## src/rtl/pio_led_chaser_master_pkg.sv

```systemverilog
// Shared definitions for the LED chaser Avalon-MM master: FSM states,
// PIO register word offsets and bus widths.
package pio_led_chaser_master_pkg;

  localparam int AVM_DW = 32;
  localparam int AVM_AW = 3;

  localparam logic [AVM_AW-1:0] PIO_DATA   = 3'd0;
  localparam logic [AVM_AW-1:0] PIO_DIR    = 3'd1;
  localparam logic [AVM_AW-1:0] PIO_OUTSET = 3'd4;
  localparam logic [AVM_AW-1:0] PIO_OUTCLR = 3'd5;

  typedef enum logic [2:0] {
    INIT_DIR   = 3'd0,
    WAIT_TICK  = 3'd1,
    WR_DATA    = 3'd2,
    RD_ADDR    = 3'd3,
    RD_CAPTURE = 3'd4
  } state_e;

endpackage

```

## src/rtl/pio_led_chaser_master_if.sv

```systemverilog
// Avalon-MM bus between the chaser master and a PIO slave.
interface pio_led_chaser_master_if import pio_led_chaser_master_pkg::*; ();

  // Handshake: a transfer completes on a rising clk edge where chipselect=1 and
  // waitrequest=0; the master holds address/write_n/writedata stable until then.
  // For a read, readdata is valid exactly one cycle after the completing edge.
  logic [AVM_AW-1:0] avm_address;
  logic              avm_chipselect;
  logic              avm_write_n;
  logic [AVM_DW-1:0] avm_writedata;
  logic [AVM_DW-1:0] avm_readdata;
  logic              avm_waitrequest;

  modport master (
    output avm_address, avm_chipselect, avm_write_n, avm_writedata,
    input  avm_readdata, avm_waitrequest
  );

  modport slave (
    input  avm_address, avm_chipselect, avm_write_n, avm_writedata,
    output avm_readdata, avm_waitrequest
  );

endinterface

```

## src/rtl/pio_tick_div.sv

```systemverilog
// Step-rate divider: counts 0..TICK_DIV-1, pulses tick at terminal count,
// and is forced back to 0 while hold is high.
module pio_tick_div #(
  parameter int TICK_DIV = 50_000_000
) (
  input  logic clk,
  input  logic reset_n,
  input  logic hold,
  output logic tick
);

  localparam int CW = (TICK_DIV > 2) ? $clog2(TICK_DIV) : 1;
  localparam logic [CW-1:0] TC = CW'(TICK_DIV - 1);

  logic [CW-1:0] count_q, count_d;

  always_comb begin
    tick    = 1'b0;
    count_d = count_q;
    if (hold) begin
      count_d = '0;
    end else if (count_q == TC) begin
      tick    = 1'b1;
      count_d = '0;
    end else begin
      count_d = count_q + 1'b1;
    end
  end

  always_ff @(posedge clk or negedge reset_n) begin
    if (!reset_n) count_q <= '0;
    else          count_q <= count_d;
  end

endmodule

```

## src/rtl/pio_led_chaser_master.sv

```systemverilog
// Avalon-MM master that sets a PIO to output, then writes a rotating LED
// pattern once per tick and reads it back to flag mismatches.
module pio_led_chaser_master import pio_led_chaser_master_pkg::*; #(
  parameter int               TICK_DIV = 50_000_000,
  parameter int               LED_W    = 4,
  parameter logic [LED_W-1:0] INIT_PAT = LED_W'(1)
) (
  input  logic                    clk,
  input  logic                    reset_n,
  input  logic                    enable,
  pio_led_chaser_master_if.master avm,
  output logic [LED_W-1:0]        pattern,
  output logic                    mismatch,
  output logic                    busy,
  output state_e                  state_dbg
);

  state_e              state_q, state_d;
  logic                cs_q, cs_d;
  logic                wr_n_q, wr_n_d;
  logic [AVM_AW-1:0]   addr_q, addr_d;
  logic [AVM_DW-1:0]   wdata_q, wdata_d;
  logic [LED_W-1:0]    pattern_q, pattern_d, next_pat;
  logic                mism_q, mism_d;
  logic                accept, tick, hold, cap_err;
  logic                unused_readdata;

  // A zero pattern only exists before the first data write.
  assign next_pat = (pattern_q == '0) ? INIT_PAT
                                      : {pattern_q[LED_W-2:0], pattern_q[LED_W-1]};
  assign accept   = cs_q & ~avm.avm_waitrequest;
  assign hold     = (state_q != WAIT_TICK) | ~enable;
  assign cap_err  = (state_q == RD_CAPTURE) &&
                    (avm.avm_readdata[LED_W-1:0] != pattern_q);
  assign unused_readdata = ^avm.avm_readdata[AVM_DW-1:LED_W];

  pio_tick_div #(.TICK_DIV(TICK_DIV)) u_tick (
    .clk     (clk),
    .reset_n (reset_n),
    .hold    (hold),
    .tick    (tick)
  );

  always_comb begin
    state_d   = state_q;
    pattern_d = pattern_q;
    mism_d    = mism_q | cap_err;
    case (state_q)
      INIT_DIR:   if (accept) state_d = WR_DATA;
      WR_DATA: begin
        if (accept) begin
          pattern_d = wdata_q[LED_W-1:0];
          state_d   = RD_ADDR;
        end
      end
      RD_ADDR:    if (accept) state_d = RD_CAPTURE;
      RD_CAPTURE: state_d = WAIT_TICK;
      WAIT_TICK:  if (tick) state_d = WR_DATA;
      default:    state_d = INIT_DIR;
    endcase

    // Bus outputs are registered from the next state, so a stalled state
    // keeps every request field unchanged.
    cs_d    = 1'b0;
    wr_n_d  = 1'b1;
    addr_d  = PIO_DATA;
    wdata_d = '0;
    case (state_d)
      INIT_DIR: begin
        cs_d                 = 1'b1;
        wr_n_d               = 1'b0;
        addr_d               = PIO_DIR;
        wdata_d[LED_W-1:0]   = '1;
      end
      WR_DATA: begin
        cs_d                 = 1'b1;
        wr_n_d               = 1'b0;
        wdata_d[LED_W-1:0]   = next_pat;
      end
      RD_ADDR: begin
        cs_d                 = 1'b1;
      end
      default: ;
    endcase
  end

  always_ff @(posedge clk or negedge reset_n) begin
    if (!reset_n) begin
      state_q   <= INIT_DIR;
      cs_q      <= 1'b0;
      wr_n_q    <= 1'b1;
      addr_q    <= '0;
      wdata_q   <= '0;
      pattern_q <= '0;
      mism_q    <= 1'b0;
    end else begin
      state_q   <= state_d;
      cs_q      <= cs_d;
      wr_n_q    <= wr_n_d;
      addr_q    <= addr_d;
      wdata_q   <= wdata_d;
      pattern_q <= pattern_d;
      mism_q    <= mism_d;
    end
  end

  assign avm.avm_chipselect = cs_q;
  assign avm.avm_write_n    = wr_n_q;
  assign avm.avm_address    = addr_q;
  assign avm.avm_writedata  = wdata_q;

  assign pattern   = pattern_q;
  assign mismatch  = mism_q | cap_err;
  assign busy      = cs_q;
  assign state_dbg = state_q;

endmodule
```

## src/flat_wrapper.sv

```systemverilog
// flat-port wrapper written by rule: the top's interface ports become plain ports
module pio_led_chaser_master_flat import pio_led_chaser_master_pkg::*;
#(
  parameter int               TICK_DIV = 50_000_000,
  parameter int               LED_W    = 4,
  parameter logic [LED_W-1:0] INIT_PAT = LED_W'(1)
)
  (clk, reset_n, enable, pattern, mismatch, busy, state_dbg, avm_avm_address, avm_avm_chipselect, avm_avm_write_n, avm_avm_writedata, avm_avm_readdata, avm_avm_waitrequest);
  pio_led_chaser_master_if avm_i ();
  input  logic clk;
  input  logic reset_n;
  input  logic enable;
  output logic [LED_W-1:0] pattern;
  output logic mismatch;
  output logic busy;
  output state_e state_dbg;
  output wire logic [$bits(avm_i.avm_address)-1:0] avm_avm_address;
  output wire logic [$bits(avm_i.avm_chipselect)-1:0] avm_avm_chipselect;
  output wire logic [$bits(avm_i.avm_write_n)-1:0] avm_avm_write_n;
  output wire logic [$bits(avm_i.avm_writedata)-1:0] avm_avm_writedata;
  input wire logic [$bits(avm_i.avm_readdata)-1:0] avm_avm_readdata;
  input wire logic [$bits(avm_i.avm_waitrequest)-1:0] avm_avm_waitrequest;
  assign avm_avm_address = avm_i.avm_address;
  assign avm_avm_chipselect = avm_i.avm_chipselect;
  assign avm_avm_write_n = avm_i.avm_write_n;
  assign avm_avm_writedata = avm_i.avm_writedata;
  assign avm_i.avm_readdata = avm_avm_readdata;
  assign avm_i.avm_waitrequest = avm_avm_waitrequest;
  pio_led_chaser_master #(.TICK_DIV(TICK_DIV), .LED_W(LED_W), .INIT_PAT(INIT_PAT)) u_core (.clk(clk), .reset_n(reset_n), .enable(enable), .avm(avm_i), .pattern(pattern), .mismatch(mismatch), .busy(busy), .state_dbg(state_dbg));
endmodule
```

## config.mk

```make
export PLATFORM = sky130hd
export DESIGN_NAME = pio_led_chaser_master_flat
export DESIGN_NICKNAME = d
export VERILOG_FILES = /design/src/rtl/pio_led_chaser_master_pkg.sv /design/src/rtl/pio_led_chaser_master_if.sv /design/src/rtl/pio_tick_div.sv /design/src/rtl/pio_led_chaser_master.sv /design/src/flat_wrapper.sv
export SDC_FILE = /design/constraint.sdc
export NUM_CORES = 1
export LEC_CHECK = 0
export ABC_CLOCK_PERIOD_IN_PS = 3600
export BUFFER_PORTS_ARGS = -buffer_cell sky130_fd_sc_hd__buf_2
export CORE_ASPECT_RATIO = 0.6
export CORE_MARGIN = 1.5
export CORE_UTILIZATION = 45
export CTS_BUF_LIST = sky130_fd_sc_hd__clkbuf_4 sky130_fd_sc_hd__clkbuf_8
export DETAILED_ROUTE_END_ITERATION = 10
export HOLD_SLACK_MARGIN = 0.12
export PLACE_DENSITY_LB_ADDON = 0.2
export SLEW_MARGIN = 10
export SYNTH_ARGS = -nofsm -noshare
export SYNTH_HDL_FRONTEND = slang
export SYNTH_SLANG_ARGS = --single-unit
```

## constraint.sdc

```tcl
create_clock -name clk -period 3.6 [get_ports clk]
set_clock_uncertainty 0.1 [all_clocks]
set_input_delay 0.54 -clock clk [delete_from_list [all_inputs] [get_ports clk]]
set_output_delay 0.54 -clock clk [all_outputs]
set_load 0.1 [all_outputs]
```

* Yosys cells after proc, flatten, opt, wreduce, memory -nomap -nowiden
Cells that the tools add are included.
** Operators by class
- Add/subtract/negate cells :: 1
- Eq/ne operators :: 9
- Multiplexer cells :: 14
- Bitwise operators :: 5
- Reductions and logical operators :: 7
** Operators by type and width (number)
- $mux W26 :: 2
- $add A26 B1 Y26 const B :: 1
- $eq A26 B26 Y1 const B :: 1
- $pmux W3 S5 :: 1
- $eq A3 B2 Y1 const B :: 4
- $mux W3 :: 4
- $pmux W4 S2 :: 1
- $logic_not A3 Y1 :: 2
- $mux W1 :: 5
- $logic_not A4 Y1 :: 1
- $mux W4 :: 1
- $ne A4 B4 Y1 :: 1
- $eq A3 B1 Y1 const B :: 1
- $eq A3 B3 Y1 const B :: 1
- $ne A3 B1 Y1 const B :: 1
- $reduce_or A3 Y1 :: 1
- $not A1 Y1 :: 2
- $or A1 B1 Y1 :: 2
- $reduce_and A2 Y1 :: 1
- $reduce_or A2 Y1 :: 1
- $and A1 B1 Y1 :: 1
- $logic_and A1 B1 Y1 :: 1
** Word-level totals
- Logic and storage cells :: 44
- Output and inout bits :: 46
- Flip-flop bits (word level) :: 41
- Bits of input ports :: 36

* Depth between registers and ports, before layout
- Word-level depth :: 8
- Mapped depth :: 6
- Depth with buffers taken out :: 5

* Hierarchy
Synthesis repeated with hierarchy kept, for this count alone.
** Second synthesis, totals
- Cell total of the unflattened synthesis :: 228
- Area total of the unflattened synthesis :: 2254.7 um^2
** By module, submodules not included
- pio_tick_div :: cells an instance 139, area each 1345.0 um^2, times used 1, seq. area each 650.6 um^2
- pio_led_chaser_master :: cells an instance 89, area each 909.6 um^2, times used 1, seq. area each 376.6 um^2

* Worst setup path before layout
Ideal clock, no wire load.
- Path type :: register to output
- Start :: register u_core.state_q[2] (netlist: u_core.state_dbg[2])
- End :: output port mismatch
- Buffers on the path :: 1
- Arrival time :: 2.355 ns
- Data required time :: 2.960 ns
- Slack :: 0.605 ns
- Stages on the path, launching flop included :: 5
- Cell sequence :: dfrtp_1 clkbuf_1 inv_1 nor3_1 a21o_1
** On the way
- Cells in the longest elaborated chain, start to end :: 3
** RTL lines
- start, declared :: line pio_led_chaser_master.sv:18 : state_e state_q, state_d;
- start signal, assigned :: line pio_led_chaser_master.sv:97 : state_q <= state_d;
- $eq A3 B3 Y1 :: line pio_led_chaser_master.sv:33 : assign cap_err = (state_q == RD_CAPTURE) &&
- $logic_and A1 B1 Y1 :: line pio_led_chaser_master.sv:33
- $or A1 B1 Y1 :: line pio_led_chaser_master.sv:113 : assign mismatch = mism_q | cap_err;
- end, declared :: line flat_wrapper.sv:14 : output logic mismatch;
Every way passes these cells.

* Final worst setup path
Ends and elaborated chain as after synthesis.

==> run metrics <==
number of global-route vias before repair 1682; drc violations 0; global routing's busiest layer met1; H-tree depth 2; FFs w/ async S/R, synth 100%; die area 6080 um^2; CTS Sinks 41; RSZ-0062 raised after global routing false; Synth Cell Area 2520 um^2; worst path bufs/invs 2; Avg Cell Area, Syn 9.48 um^2; layout cell share with drive strength beyond 1 18.3%; post-synth cell types 52; Clock transition at path regs 0.08 ns; # diodes 0; Placeable Area 5230 um^2; total net switching power 1210 uW; relative slew slack 39.1%; Cells after Synth 266; Max Slew Vio Count 0; total gr overflow 0; cell family with most CP delay buffers and inverters; Die Wd 99.6 um; Inserted Clock Buffers 5; Sw Ratio 57.9%; Cell Int Power 875 uW; Setup Total Neg Slack 0 ns; Root Driver clkbuf_8; antenna viol nets, final 0; largest net degree at the start of global routing 42; vias per inst 5.59; post-synthesis register bit count 41; Initial Utilization 48.2%; CP Launch Type register; Reg power frac 30.9%; Pwr per Cell Area 787 nW/um^2; Tot GR Track Use 19.2%; Tcrit/Tclk final 73.6%; Hold WC Path Type input pin to async pin; FILL cells 500; final net count 320; post-DP HPWL 3.81 mm; yosys synthesis warning count 0; Boundary Pins 82; Min Clock Period, post-route 2.65 ns; setup violators final 0; area growth from synthesis to layout 4.81%; maximum vdd ir drop 0.643 mV; Slew @ Worst Pin 0.914 ns; maxcap violations 0; Logic pwr share 53.9%; largest family of logic cells by synthesized area simple AND/OR/NAND/NOR gates; crit-path max cell delay 0.52 ns; CTS Hold Bufs 0; detailed-route wire length per cell 15.1 um; Final Hold Fails 0; initial antenna violation count 0; DP Area 2550 um^2; Post-CTS Resized 0; first-pass GRT wire length 8.84 mm; Port Buffers 23; post-synthesis mux area share 1.79%; GR Layer Usage met1 30.7%; Synth Area in Compound Gates 13.8%; Main synth FF type dfrtp_1; post-synthesis adder-cell area fraction 0.496%; Leak 0.00106 uW; Worst-Skew Late Latency 0.30 ns; First-pass DRT Iterations 4; CTS tree built; final instance area 2640 um^2; Post-Synth Simple-Gate Area 24.6%; slowest CP cell dfrtp_1; CP Capture Type output pin; GR Util met3 4.49%; Clock Power Share 15.2%; total number of vias 1955; GP Congestion 0.763; Worst Path Required 2.96 ns; Initial DRC Count 145; crit-path cells inv_1 > nor3_1 > a21o_1 > buf_2; Post-synth EDFFs 0; met2 Usage GRT 25.3%; final wirelength 5.30 mm; Achievable Freq 378 MHz; post-synthesis xor/xnor area fraction 5.56%; Max clock buf depth 2; outcome finished clean; WS Path Type register to output pin; Die Y 61.0 um; CP max FO 10; Arrival @ worst endpoint 2.01 ns; Post-CTS Setup Inserts 0; num rows 20; post-synthesis sequential area ratio 40.7%
==> power by group through the flow <==
stage / combinational [uW] / sequential (uW) / clock [uW]
finish: 1120 / 643 / 315
global route: 1180 / 659 / 345
CTS: 1120 / 642 / 326
detailed placement: 1120 / 652 / 0
global placement: 1110 / 648 / 0
floorplan: 526 / 1110 / 0
==> cell usage after synthesis, types with 2 or more instances <==
master / number / area share (%)
a211oi_1: 7 / 2.1
a211oi_2: 5 / 2.5
a21oi_1: 3 / 0.60
a311o_1: 3 / 1.2
a31oi_1: 4 / 0.99
and2_1: 2 / 0.50
and3_1: 3 / 0.74
and4_1: 2 / 0.69
buf_2: 5 / 0.99
buf_4: 31 / 9.2
buf_6: 2 / 0.89
clkbuf_1: 5 / 0.74
dfrtp_1: 40 / 40
inv_1: 6 / 0.89
mux2_2: 4 / 1.8
nand2_1: 12 / 1.8
nand2_2: 2 / 0.50
nand2b_1: 2 / 0.50
nand3_1: 13 / 2.6
nand4_1: 10 / 2.5
nor2_1: 17 / 2.5
nor3_1: 14 / 2.8
nor4_1: 4 / 0.99
o21ai_0: 10 / 2.0
o22ai_1: 3 / 0.74
o31ai_1: 7 / 2.1
or3_1: 4 / 0.99
or4_1: 7 / 2.1
or4b_1: 2 / 0.79
xnor2_1: 11 / 3.8
xor2_1: 5 / 1.7
==> through the flow <==
| step | cells | setup WS, ns | util (%) | hold WS [ns] | power, uW |
|---|---|---|---|---|---|
| global route | 350 | 0.834 | 50.5 | 0.345 | 2180 |
| floorplan | 295 | 0.605 | - | 0.144 | 1630 |
| detailed placement | 342 | 1.18 | 48.7 | 0.335 | 1770 |
| CTS | 350 | 0.959 | 50.5 | 0.307 | 2090 |
| global placement | 342 | 1.23 | 48.7 | 0.332 | 1760 |
| finish | 350 | 0.951 | 50.5 | 0.265 | 2080 |
==> path summary, 6_finish.rpt <==
kind | start | endpoint | slack, ns | depth (start not counted)
worst max-delay path | u_core.state_dbg[2]$_DFF_PN0_ | mismatch | 0.95 | 4
worst min-delay path | reset_n | u_core.avm.avm_writedata[3]$_DFF_PN0_ | 0.27 | 1
worst max register to register | u_core.u_tick.count_q[0]$_DFF_PN0_ | u_core.u_tick.count_q[16]$_DFF_PN0_ | 1.19 | 6
worst min register to register | u_core.mism_q$_DFF_PN0_ | u_core.mism_q$_DFF_PN0_ | 0.35 | 1
max in group asynchronous | reset_n | u_core.u_tick.count_q[25]$_DFF_PN0_ | 2.56 | 1
min in group clk | u_core.mism_q$_DFF_PN0_ | u_core.mism_q$_DFF_PN0_ | 0.35 | 1
==> layout make-up <==
type	count	area, um^2	area share [%]
multi-input combinational	204	1290	48.7
inverter	6	22.5	0.852
tap	66	82.6	3.13
clock buffer	5	68.8	2.60
sequential	41	1030	38.9
clock inverter	3	25.0	0.947
timing repair buffer	25	130	4.92
==> cells by family after synthesis <==
logic type | count (synthesis)
AOI/OAI and AO/OA | 47
xor gates and xnor gates | 16
adders and majority gates | 1
buffers and inverters | 50
DFF | 41
muxes | 4
other | 1
and+or+nand+nor | 106
==> registers in the layout, summed over array words and instances (netlist names) <==
register / cells
u_core.u_tick.count_q: 26
u_core.pattern: 4
u_core.avm.avm_writedata: 4
u_core.avm.avm_write_n: 1
u_core.avm.avm_chipselect: 1
u_core.mism_q: 1
u_core.state_dbg: 3
u_core.avm.avm_address: 1
==> cells in the final DEF, fill, tap and decap left out, drive strengths merged, types with 2 or more instances in the layout <==
master and n:
a211oi 12, a21oi 3, a311o 3, a31oi 4, and2 2, and3 3, and4 3, buf 25
clkbuf 5, conb 30, dfrtp 40, inv 7, mux2 4, nand2 14, nand2b 2, nand3 14
nand4 10, nor2 17, nor3 14, nor4 5, nor4b 2, o21ai 10, o22ai 3, o31ai 7
or3 4, or4 8, or4b 2, xnor2 11, xor2 5
==> per-layer routing <==
layer	wire length, um	vias up
met5	0	-
met4	40	0
met3	283	5
met2	1980	62
met1	3000	933
li1	-	955
Note: power is estimated with default switching activity, not from simulation.
